### src/rtl/fifo_wr_arbiter.sv
// Packet-aware round-robin arbiter sharing one FIFO write port; grant lands 1 cycle after tvalid in IDLE.
// FIFO backpressure passes straight through to the granted requester and freezes grant and beat count.
module fifo_wr_arbiter #(
   parameter int DATA_WIDTH = 128,
   parameter int MAX_BURST  = 16,
   parameter int CNT_WIDTH  = 5
) (
   input  logic                  clk,
   input  logic                  reset,
   input  logic [DATA_WIDTH-1:0] s0_tdata,
   input  logic                  s0_tvalid,
   input  logic                  s0_tlast,
   output logic                  s0_tready,
   input  logic [DATA_WIDTH-1:0] s1_tdata,
   input  logic                  s1_tvalid,
   input  logic                  s1_tlast,
   output logic                  s1_tready,
   output logic [DATA_WIDTH-1:0] fifo_wdata,
   output logic                  fifo_write_tvalid,
   input  logic                  fifo_write_tready,
   output logic [1:0]            grant,
   output logic                  busy
);

   typedef enum logic [1:0] {IDLE = 2'd0, GNT0 = 2'd1, GNT1 = 2'd2} state_t;

   localparam logic [CNT_WIDTH-1:0] LP_MAX = CNT_WIDTH'(MAX_BURST);

   state_t               r_state;
   state_t               w_state_nxt;
   logic [CNT_WIDTH-1:0] r_cnt;
   logic [CNT_WIDTH-1:0] w_cnt_nxt;
   logic [CNT_WIDTH-1:0] w_cnt_inc;
   logic                 r_last_grant;
   logic                 w_last_grant_nxt;
   logic [1:0]           r_grant;
   logic                 w_acc;
   logic                 w_tlast;
   logic                 w_release;

   // On a tie the requester that was not served last wins.
   function automatic state_t f_rr(input logic i_v0, input logic i_v1, input logic i_last);
      state_t w_res;
      w_res = IDLE;
      if (i_v0 && i_v1) begin
         w_res = i_last ? GNT0 : GNT1;
      end else if (i_v0) begin
         w_res = GNT0;
      end else if (i_v1) begin
         w_res = GNT1;
      end
      return w_res;
   endfunction

   always_comb begin
      fifo_wdata        = '0;
      fifo_write_tvalid = 1'b0;
      s0_tready         = 1'b0;
      s1_tready         = 1'b0;
      w_tlast           = 1'b0;
      w_state_nxt       = r_state;
      w_cnt_nxt         = r_cnt;
      w_last_grant_nxt  = r_last_grant;

      // Datapath follows the registered grant so tready drops the instant reset clears it.
      if (r_grant[0]) begin
         fifo_wdata        = s0_tdata;
         fifo_write_tvalid = s0_tvalid;
         s0_tready         = fifo_write_tready;
         w_tlast           = s0_tlast;
      end else if (r_grant[1]) begin
         fifo_wdata        = s1_tdata;
         fifo_write_tvalid = s1_tvalid;
         s1_tready         = fifo_write_tready;
         w_tlast           = s1_tlast;
      end

      w_acc     = fifo_write_tvalid && fifo_write_tready;
      w_cnt_inc = r_cnt + 1'b1;
      w_release = w_acc && (w_tlast || (w_cnt_inc == LP_MAX));

      unique case (r_state)
         IDLE: begin
            w_state_nxt = f_rr(s0_tvalid, s1_tvalid, r_last_grant);
            w_cnt_nxt   = '0;
         end
         GNT0, GNT1: begin
            if (w_release) begin
               w_last_grant_nxt = (r_state == GNT1);
               w_state_nxt      = f_rr(s0_tvalid, s1_tvalid, w_last_grant_nxt);
               w_cnt_nxt        = '0;
            end else if (w_acc) begin
               w_cnt_nxt = w_cnt_inc;
            end
         end
         default: begin
            w_state_nxt = IDLE;
            w_cnt_nxt   = '0;
         end
      endcase
   end

   always_ff @(posedge clk or negedge reset) begin
      if (!reset) begin
         r_state      <= IDLE;
         r_cnt        <= '0;
         r_last_grant <= 1'b1;
         r_grant      <= 2'b00;
      end else begin
         r_state      <= w_state_nxt;
         r_cnt        <= w_cnt_nxt;
         r_last_grant <= w_last_grant_nxt;
         r_grant      <= {w_state_nxt == GNT1, w_state_nxt == GNT0};
      end
   end

   assign grant = r_grant;
   assign busy  = (r_state != IDLE);

endmodule

### config.mk
export PLATFORM = sky130hd
export DESIGN_NAME = fifo_wr_arbiter
export DESIGN_NICKNAME = d
export VERILOG_FILES = /design/src/rtl/fifo_wr_arbiter.sv
export SDC_FILE = /design/constraint.sdc
export NUM_CORES = 1
export LEC_CHECK = 0
export ABC_AREA = 1
export ABC_CLOCK_PERIOD_IN_PS = 1800
export BUFFER_PORTS_ARGS = -buffer_cell sky130_fd_sc_hd__clkbuf_2
export CORE_AREA = 2 2 156 158
export CTS_BUF_LIST = sky130_fd_sc_hd__clkbuf_8
export DETAILED_ROUTE_END_ITERATION = 7
export DIE_AREA = 0 0 158 160
export SLEW_MARGIN = 30
export SYNTH_ARGS = -nofsm -noshare
export SYNTH_HDL_FRONTEND = slang
export SYNTH_SLANG_ARGS = --single-unit
### constraint.sdc
create_clock -name clk -period 1.8 [get_ports clk]
set_input_delay 0.09 -clock clk [delete_from_list [all_inputs] [get_ports clk]]
set_output_delay 0.09 -clock clk [all_outputs]
set_load 0.01 [all_outputs]
# --- Yosys cells after proc, flatten, opt, wreduce, memory -nomap -nowiden ---
# Index checks and enable logic that the tools add are counted.
totals:
  register_bits: 10
  latchBits: 0
  mem_bits_rw: 0
  mem_bits_ro: 0
  input_bits: 263
  out_inout_bits: 134
  elab_cells: 39
  n_memories: 0
classes:
  add_sub_neg: 1
  n_mul: 0
  div: 0
  order_cmp: 0
  eq_ne: 6
  shifts: 0
  n_mux: 20
  bitwise: 0
  reduce_logical: 8
op_table:
  columns: ["cell", "n"]
  rows:
  - ["two-way mux 128 bit", 2]
  - ["two-way mux 5 bit", 3]
  - ["two-way mux 2 bit", 7]
  - ["two-way mux 1 bit", 7]
  - ["adder 5 x 1 -> 5 bit, second input constant", 1]
  - ["equality test 5 bit, second input constant", 1]
  - ["equality test 2 x 1 -> 1 bit, second input constant", 2]
  - ["equality test 2 bit, second input constant", 2]
  - ["case mux 2 bit (2 select lines)", 1]
  - ["logical AND 1 bit", 3]
  - ["!= test 3 bit, second input constant", 1]
  - ["zero test 2 bit", 1]
  - ["AND reduction 2 bit", 1]
  - ["nonzero test 2 bit", 1]
  - ["OR reduction 2 bit", 1]
  - ["logical OR 1 bit", 1]

# --- Longest topological paths before layout ---
# Gate-level depths: netlist of run 1.
depth:
  word_depth: 7
  ltp_mapped: 12
  mapped_depth_nobuf: 12

# --- Worst setup path after synthesis of run 1 ---
# No wires, ideal clock.
synth_path:
  path_type: "register to register"
  from: "register r_cnt[0]"
  to: "register r_grant[1], in the netlist grant[1]"
  setup_ns: 0.118
  arrival_ns: 1.321
  t_required_ns: 1.682
  path_slack_ns: 0.361
  path_stages_with_launch: 12
  path_buffers: 0
  synth_period_minus_slack_ns: 1.439
  cell_sequence: "dfrtp_1 -> ha_1 -> nand3_1 -> nand2_1 -> nand2_2 -> nand3_2 -> nand2_2 -> nand2_2 -> nand2_2 -> nand2_2 -> a21oi_4 -> nor2_2"
synth_via:
  elab_chain_len: 7
synth_lines:
  columns: ["item", "line_no", "text"]
  rows:
  - ["start: declaration", "31", "logic [CNT_WIDTH-1:0] r_cnt;"]
  - ["start signal: assignment", "111", "r_cnt <= w_cnt_nxt;"]
  - ["adder 5 x 1 -> 5 bit", "79", "w_cnt_inc = r_cnt + 1'b1;"]
  - ["equality test 5 bit", "80", "w_release = w_acc && (w_tlast || (w_cnt_inc == LP_MAX));"]
  - ["logical OR 1 bit", "80", null]
  - ["logical AND 1 bit", "80", null]
  - ["two-way mux 2 bit", "88", "if (w_release) begin"]
  - ["case mux 2 bit (2 select lines)", "82", "unique case (r_state)"]
  - ["net w_state_nxt[0]", "30", "state_t w_state_nxt;"]
  - ["equality test 2 bit", "113", "r_grant <= {w_state_nxt == GNT1, w_state_nxt == GNT0};"]
  - ["end signal: assignment", "113", null]
  - ["end: declaration", "36", "logic [1:0] r_grant;"]
# The timed path passes the listed nets, and every way through them passes these cells.
# A chain may end at the register's enable or synchronous reset.

# --- Worst setup path after layout of run 1 ---
layout_path:
  from: "register r_grant[0], in the netlist grant[0]"
  to: "output port fifo_wdata[92]"
layout_via:
  elab_chain_len: 1
layout_lines:
  columns: ["item", "line_no", "text"]
  rows:
  - ["two-way mux 128 bit", "66", "if (r_grant[0]) begin"]
  - ["end: declaration", "18", "output logic [DATA_WIDTH-1:0] fifo_wdata,"]
# No other way between the ends.

==> results.txt, run 1 <==
----------------------------------------------------
[Clock network]
  Clock-pin slew on the worst setup and hold paths ... 50 ps
  Sinks on Clock Net ... 10
  Buffer levels on the longest clock path ... 2
  Clock root buffer ... sky130_fd_sc_hd__clkbuf_8
  Clock Latency Late Sink ... 240 ps
  CTS tree ... done
  Number of CTS-inserted buffers ... 3
  CTS H-tree lvls ... 1

[Yosys]
  Post-synth top area cell ... sky130_fd_sc_hd__a22o_1
  Yosys warning total ... 0
  Commonest cells in the synthesized netlist ... 128 x sky130_fd_sc_hd__a22o_1, 19 x sky130_fd_sc_hd__inv_1, 14 x sky130_fd_sc_hd__nand2_1
  Syn avg cell area ... a little over 8 um2
  Number of nets produced by synthesis ... approximately 510
  Sequential element share of the synthesized area ... between 10% and 20%
  Leading register cell type out of synthesis ... sky130_fd_sc_hd__dfrtp_1
  Seq cells post-synth ... 10
  Number of enable-type register cells in the synthesized netlist ... 0
  Number of unique standard cell types used by synthesis ... 26
  Top area cells in the synthesized netlist ... sky130_fd_sc_hd__a22o_1 57%, sky130_fd_sc_hd__dfrtp_1 11%, sky130_fd_sc_hd__buf_4 4.9%, sky130_fd_sc_hd__inv_1 3.6%, sky130_fd_sc_hd__nand2_1 2.7%
  Share of async-settable or async-resettable flops after synthesis ... 100%
  Top cell type's share of synthesized area ... 56.7%
  Combined area of all synthesized cells ... 1980 um2
  Post-Syn Instances ... 242
  Most common cell in the netlist ... sky130_fd_sc_hd__a22o_1

[Critical path]
  Required @ worst endpoint ... around 1700 ps
  Arrival time worst endpoint ... 1640 ps
  Cell family with most CP delay ... flip-flops
  Peak fanout along the critical path ... 34
  Standard cell with the maximum stage delay on the critical path ... sky130_fd_sc_hd__dfrtp_4
  Number of buffer and inverter instances along the worst setup path ... 3
  Setup Crit Path Kind ... reg2out
  Element type at the critical path end ... primary output
  Kind of start point of the critical path ... flop
  Delay of the slowest critical-path stage ... between 500 and 600 ps
  Critical Path Most Common Cell ... sky130_fd_sc_hd__buf_12
  Worst path cell trace ... nor2_4 > buf_12 > buf_12 > a22o_1 > clkbuf_2

[Global routing]
  GRT Residual Overflow ... 0
  Global-route usage over all layers ... 11.4%
  First-pass GRT wire length ... roughly 21 mm
  Vias in the first global route ... 3,450
  Number of antenna violations at the first check in global routing ... 3
  Maximum number of pins on one net before global-route repair ... 67

[Timing]
  Final cycle utilization of the critical path ... 96.3%
  Setup repair after global routing missed its margin ... no
  Worst clock skew ... 3.18 ps
  Number of endpoints failing setup at the final stage ... 0
  Final hold vios ... 0
  Minimum setup slack in the final design ... 67.0 ps
  Relative max-transition margin ... 66.5%
  Max Clk Rate ... about 580 MHz
  Final Max Tran Viols ... 0
  Crit path time final ... 1730 ps
  Measured slew at the worst slew-check pin ... 503 ps
  Fin Setup TNS ... 0 ps

[Final layout]
  Layout cell share with drive strength beyond 1 ... 68.9%
  Area taken by flip-flops and latches ... 255 um2
  Syn-to-layout area delta ... 125%
  Total inserted antenna cells ... 0
  FILL cells ... 2,738
  Multi-input logic area ... 1520 um2
  Share of the core filled with cells ... 18.7%
  Final-stage net count ... 892
  Finished Cell Area ... 4450 um2

[Power]
  PD cells ... 1030 nW/um2
  Worst IR Drop VDD ... 0.945 mV
  Total power ... 0.00457 W
  Cell leakage power ... 2.62 nW

[Drt]
  Total detailed-routing wirelength ... 15.7 mm
  Routed len/inst ... 16.6 um
  Violation count after the first detailed-route iteration ... 175
  DRC ... 0
  First-pass detailed-route iteration total ... 4
  Number of antenna-violating nets in the routed design ... 0
  Via count ... between 3,000 and 4,000
  Post-detailed-route via-to-cell ratio ... 3.86

[Floorplan]
  Starting density of the core ... 8.29%
  Number of top-level pins ... 397
  Chip Width ... 158 um
  Area of the die ... 25,300 um2
  Core Region ... ~24,000 um2
  Placement row count ... between 50 and 60
  Die Height ... 160 um

[Placed design]
  Final Wtd Congestion ... between 0.8 and 0.9
  Detailed-placement wirelength estimate ... 13.5 mm
  Total of buffers placed on input and output ports ... approximately 400
  Post-DP Area ... 4290 um2
  Pre-CTS WS ... 126 ps

[Flow run]
  Count of maximum capacitance violations ... 0

[Status]
  Run status ... completed

[Min path]
  Min-Delay Path Class ... in2reg

----------------------------------------------------
final cells by class:
type / instances / share of cell area (%)
sequential: 10 / 5.73
inverter: 19 / 1.60
multi-input combinational: 184 / 34.0
timing repair buffer: 407 / 48.5
tap: 324 / 9.10
clock buffer: 3 / 0.927
clock inverter: 1 / 0.0843
worst register-to-register path, stage by stage, from the launching register on:
cell and delay (ps):
sky130_fd_sc_hd__dfrtp_1 420, sky130_fd_sc_hd__inv_2 120, sky130_fd_sc_hd__nor2_4 60, sky130_fd_sc_hd__buf_4 160
sky130_fd_sc_hd__buf_4 130, sky130_fd_sc_hd__a22oi_2 160, sky130_fd_sc_hd__nand2_2 110, sky130_fd_sc_hd__nand2_2 90
sky130_fd_sc_hd__nand2_2 50, sky130_fd_sc_hd__nand2_2 80, sky130_fd_sc_hd__nand2_1 60, sky130_fd_sc_hd__nand2_1 70
sky130_fd_sc_hd__nor2_1 40
registers in the layout (all words and copies together) (netlist names):
| signal | cells |
|---|---|
| grant | 2 |
| r_cnt | 5 |
| r_last_grant | 1 |
| r_state | 2 |
metal layers:
layer	track usage (%)	part of all wire [%]	vias to the layer above	wire [um]
met1	15.2	44	1690	6940
met5	0	0.095	-	15
met2	20.7	49	229	7690
met4	0.614	0.46	2	73
met3	1.03	6.4	10	1010
li1	-	-	1733	-
path summary, 6_finish.rpt:
check,from,to,slack [ps],cells past startpoint
worst max-delay path,grant[0]$_DFF_PN0_,fifo_wdata[92],70,5
worst min-delay path,s1_tvalid,grant[0]$_DFF_PN0_,220,4
worst max register to register,grant[1]$_DFF_PN0_,grant[0]$_DFF_PN0_,150,12
worst min register to register,r_last_grant$_DFFE_PN1P_,r_last_grant$_DFFE_PN1P_,510,2
max in group asynchronous,reset,r_last_grant$_DFFE_PN1P_,1250,2
min in group asynchronous,reset,grant[0]$_DFF_PN0_,270,2
cells in the final DEF (no fill, tap or decap), types with 2 or more instances in the layout:
master / n
sky130_fd_sc_hd__a22o_1: 126
sky130_fd_sc_hd__a22o_4: 2
sky130_fd_sc_hd__buf_12: 4
sky130_fd_sc_hd__buf_16: 2
sky130_fd_sc_hd__buf_4: 3
sky130_fd_sc_hd__clkbuf_2: 396
sky130_fd_sc_hd__clkbuf_8: 3
sky130_fd_sc_hd__dfrtp_1: 8
sky130_fd_sc_hd__ha_1: 4
sky130_fd_sc_hd__inv_1: 19
sky130_fd_sc_hd__nand2_1: 14
sky130_fd_sc_hd__nand2_2: 7
sky130_fd_sc_hd__nand3_1: 8
sky130_fd_sc_hd__nand4_1: 2
sky130_fd_sc_hd__nor2_1: 4
sky130_fd_sc_hd__nor2_2: 2
sky130_fd_sc_hd__o211ai_1: 2
sky130_fd_sc_hd__o21ai_0: 2
sky130_fd_sc_hd__o22ai_1: 2
cell families after synthesis:
| family | count (synthesis) | share of synthesized area, % |
|---|---|---|
| adder cells (fa/ha/maj) | 4 | 2.53 |
| buffers and inverters | 48 | 11.8 |
| multiplexers | 1 | 0.507 |
| AND/OR/NAND/NOR | 40 | 10.5 |
| AO/OA/AOI/OAI | 139 | 61.9 |
| flip-flops | 10 | 12.7 |
power breakdown:
group	switching [W]	internal [W]
clock network	0.0000911	0.000150
logic	0.00214	0.00183
registers	0.0000632	0.000293
total	0.00230	0.00227
timing repair:
action	in CTS	in global routing
endpoints found under the setup margin	6	71
pin swaps	1	0
hold buffers	1	0
resized for setup	1	5
gates cloned	2	0
endpoints found under the hold margin	10	0
setup buffers	3	0
metrics by stage:
stage / hold slack [ps] / instances
4_1_cts: 207 / 948
2_1_floorplan: -206 / 242
5_1_grt: 227 / 948
3_3_place_gp: -22.7 / 938
6_report: 217 / 948
3_5_place_dp: -18.1 / 938
Note: power is estimated with default switching activity, not from simulation.
==> run 2: changes to the inputs <==
- CTS_BUF_LIST: sky130_fd_sc_hd__clkbuf_8 -> sky130_fd_sc_hd__clkbuf_16
==> run 2 against run 1 <==
  * Via count is 0.55% higher
  * Global-route usage is 0.16 points higher
  * Design area is 0.76% higher
  * Non-clock buffer count stayed put
  * Sequential share of layout area hardly changed
  * Wire length is 0.53% higher
  * Register-to-register slack hardly changed
  * Clock-buffer cell count stayed put
  * Final cell count stayed put
  * Largest cell class unchanged
==> results.txt, run 2 (synthesis gave the netlist of run 1 again) <==
----------------------------------------------------
[Status]
  Run status ... completed

[Power]
  Worst IR Drop VDD ... around 0.74 mV
  PD cells ... 1050 nW/um2
  Cell leakage power ... 2.64 nW

[Placed design]
  Post-DP Area ... ~4300 um2
  Total of buffers placed on input and output ports ... 396
  Detailed-placement wirelength estimate ... 13.5 mm
  Cell Count Post-Placement ... approximately 940
  Final Wtd Congestion ... 0.860

[Final layout]
  Finished Cell Area ... about 4500 um2
  Most frequent standard cell in the layout excluding fill and tap cells ... sky130_fd_sc_hd__clkbuf_2
  Number of flip-flops under the largest register name ... 5
  FILL cells ... 2,734
  Final cell count without fillers ... 948
  Layout cell share with drive strength beyond 1 ... 68.9%
  Reg with most FFs ... r_cnt
  Final-stage net count ... 892
  Highest-count cells in the layout ignoring fill and taps ... 396 x sky130_fd_sc_hd__clkbuf_2, 126 x sky130_fd_sc_hd__a22o_1, 19 x sky130_fd_sc_hd__inv_1
  Total inserted antenna cells ... 0
  Syn-to-layout area delta ... 127%

[Global routing]
  Maximum number of pins on one net before global-route repair ... 67
  First-pass GRT wire length ... 21.4 mm
  Number of antenna violations at the first check in global routing ... 3
  GRT Residual Overflow ... 0
  Vias in the first global route ... approximately 3,500
  Global-route usage over all layers ... 11.6%

[Timing]
  Final cycle utilization of the critical path ... 96.5%
  Final Max Tran Viols ... 0
  Crit path time final ... around 1700 ps
  Fin Setup TNS ... 0 ps
  Relative max-transition margin ... 67.1%
  Max Clk Rate ... 576 MHz
  Worst clock skew ... 2.13 ps
  Final hold vios ... 0
  Measured slew at the worst slew-check pin ... 494 ps
  Setup repair after global routing missed its margin ... no
  Number of endpoints failing setup at the final stage ... 0

[Floorplan]
  Starting density of the core ... 8.29%
  Chip Width ... 158 um
  Core Region ... 23,800 um2
  Die Height ... 160 um
  Number of top-level pins ... 397
  Placement row count ... 57
  Area of the die ... 25,300 um2

[Clock network]
  CTS H-tree lvls ... 1
  Sinks on Clock Net ... 10
  Clock-pin slew on the worst setup and hold paths ... 40 ps
  Clock Latency Late Sink ... 240 ps
  Number of CTS-inserted buffers ... 3
  Clock root buffer ... sky130_fd_sc_hd__clkbuf_16
  CTS tree ... done
  Buffer levels on the longest clock path ... 2

[Drt]
  First-pass detailed-route iteration total ... 4
  Number of antenna-violating nets in the routed design ... 0
  Post-detailed-route via-to-cell ratio ... 3.89
  Via count ... approximately 3,700
  Total detailed-routing wirelength ... 15.8 mm
  Routed len/inst ... between 15 and 20 um
  Violation count after the first detailed-route iteration ... 141
  DRC ... 0

[Critical path]
  Kind of start point of the critical path ... flop
  Required @ worst endpoint ... 1710 ps
  Peak fanout along the critical path ... 34
  Setup Crit Path Kind ... reg2out
  Critical Path Most Common Cell ... sky130_fd_sc_hd__buf_12
  Arrival time worst endpoint ... between 1500 and 2000 ps
  Standard cell with the maximum stage delay on the critical path ... sky130_fd_sc_hd__dfrtp_4
  Delay of the slowest critical-path stage ... 520 ps
  Worst path cell trace ... nor2_4 > buf_12 > buf_12 > a22o_1 > clkbuf_2
  Element type at the critical path end ... primary output
  Setup slack on the worst flop-to-flop path ... 140 ps

[Flow run]
  Count of maximum capacitance violations ... 0

[Min path]
  Min-Delay Path Class ... in2reg

----------------------------------------------------
==> run 2: cell counts in the layout (fill, tap and decap cells not counted) <==
Identical to the previous run, type by type.
==> run 2: worst paths after layout <==
check                                          from                       end  depth (start not counted)
max in group asynchronous                     reset  r_last_grant$_DFFE_PN1P_                          2
hold reg to reg            r_last_grant$_DFFE_PN1P_  r_last_grant$_DFFE_PN1P_                          2
min in group asynchronous                     reset        grant[0]$_DFF_PN0_                          2
setup / recovery                 grant[0]$_DFF_PN0_            fifo_wdata[92]                          5
hold / removal                            s1_tvalid        grant[0]$_DFF_PN0_                          4
setup reg to reg                 grant[1]$_DFF_PN0_        grant[0]$_DFF_PN0_                         12
==> run 2: metrics by stage <==
stage / utilization (%) / setup WS (ps) / hold slack [ps] / total power, W
2_1_floorplan: - / 361 / -206 / 0.00260
3_3_place_gp: 18.0 / 154 / -22.7 / 0.00411
3_5_place_dp: 18.0 / 126 / -18.1 / 0.00413
4_1_cts: 18.8 / 8.28 / 202 / 0.00477
5_1_grt: 18.8 / 5.51 / 228 / 0.00511
6_report: 18.8 / 63.9 / 205 / 0.00473
==> run 2: worst max-delay path: cells and delay by family (launching register included) <==
family	cells	cell delay, ps
buf+inv	3	480
flops	1	520
compound gates	1	230
simple gates	1	140
==> run 2: final cells by class <==
class	count	area [um2]	share of cell area, %
repair buffers	407	2160	48.1
multi-input cells	184	1520	33.8
well taps	324	405	9.03
flip-flops and latches	10	255	5.69
clock buffers	3	75.1	1.67
inverters	19	71.3	1.59
clock inverters	1	3.75	0.0836
==> run 2: repair_timing <==
action	4_1_cts	5_1_grt
endpoints found under the hold margin	10	0
hold buffers	1	0
resized for setup	1	5
gates cloned	2	0
setup endpoints to repair	10	71
pin swaps	1	0
buffers inserted	3	0
==> run 2: power by group <==
part,switching [W],total (W),internal [W]
clock,0.000116,0.000408,0.000292
combinational,0.00214,0.00397,0.00183
sequential,0.0000643,0.000358,0.000294
==> run 2: per-layer routing <==
metal  up-vias  GRT usage, %  wire (um)
met5         -             0         15
met1      1694          15.2       6770
li1       1736             -          -
met2       239          20.8       7710
met3        13          1.11       1210
met4         2          1.47        116
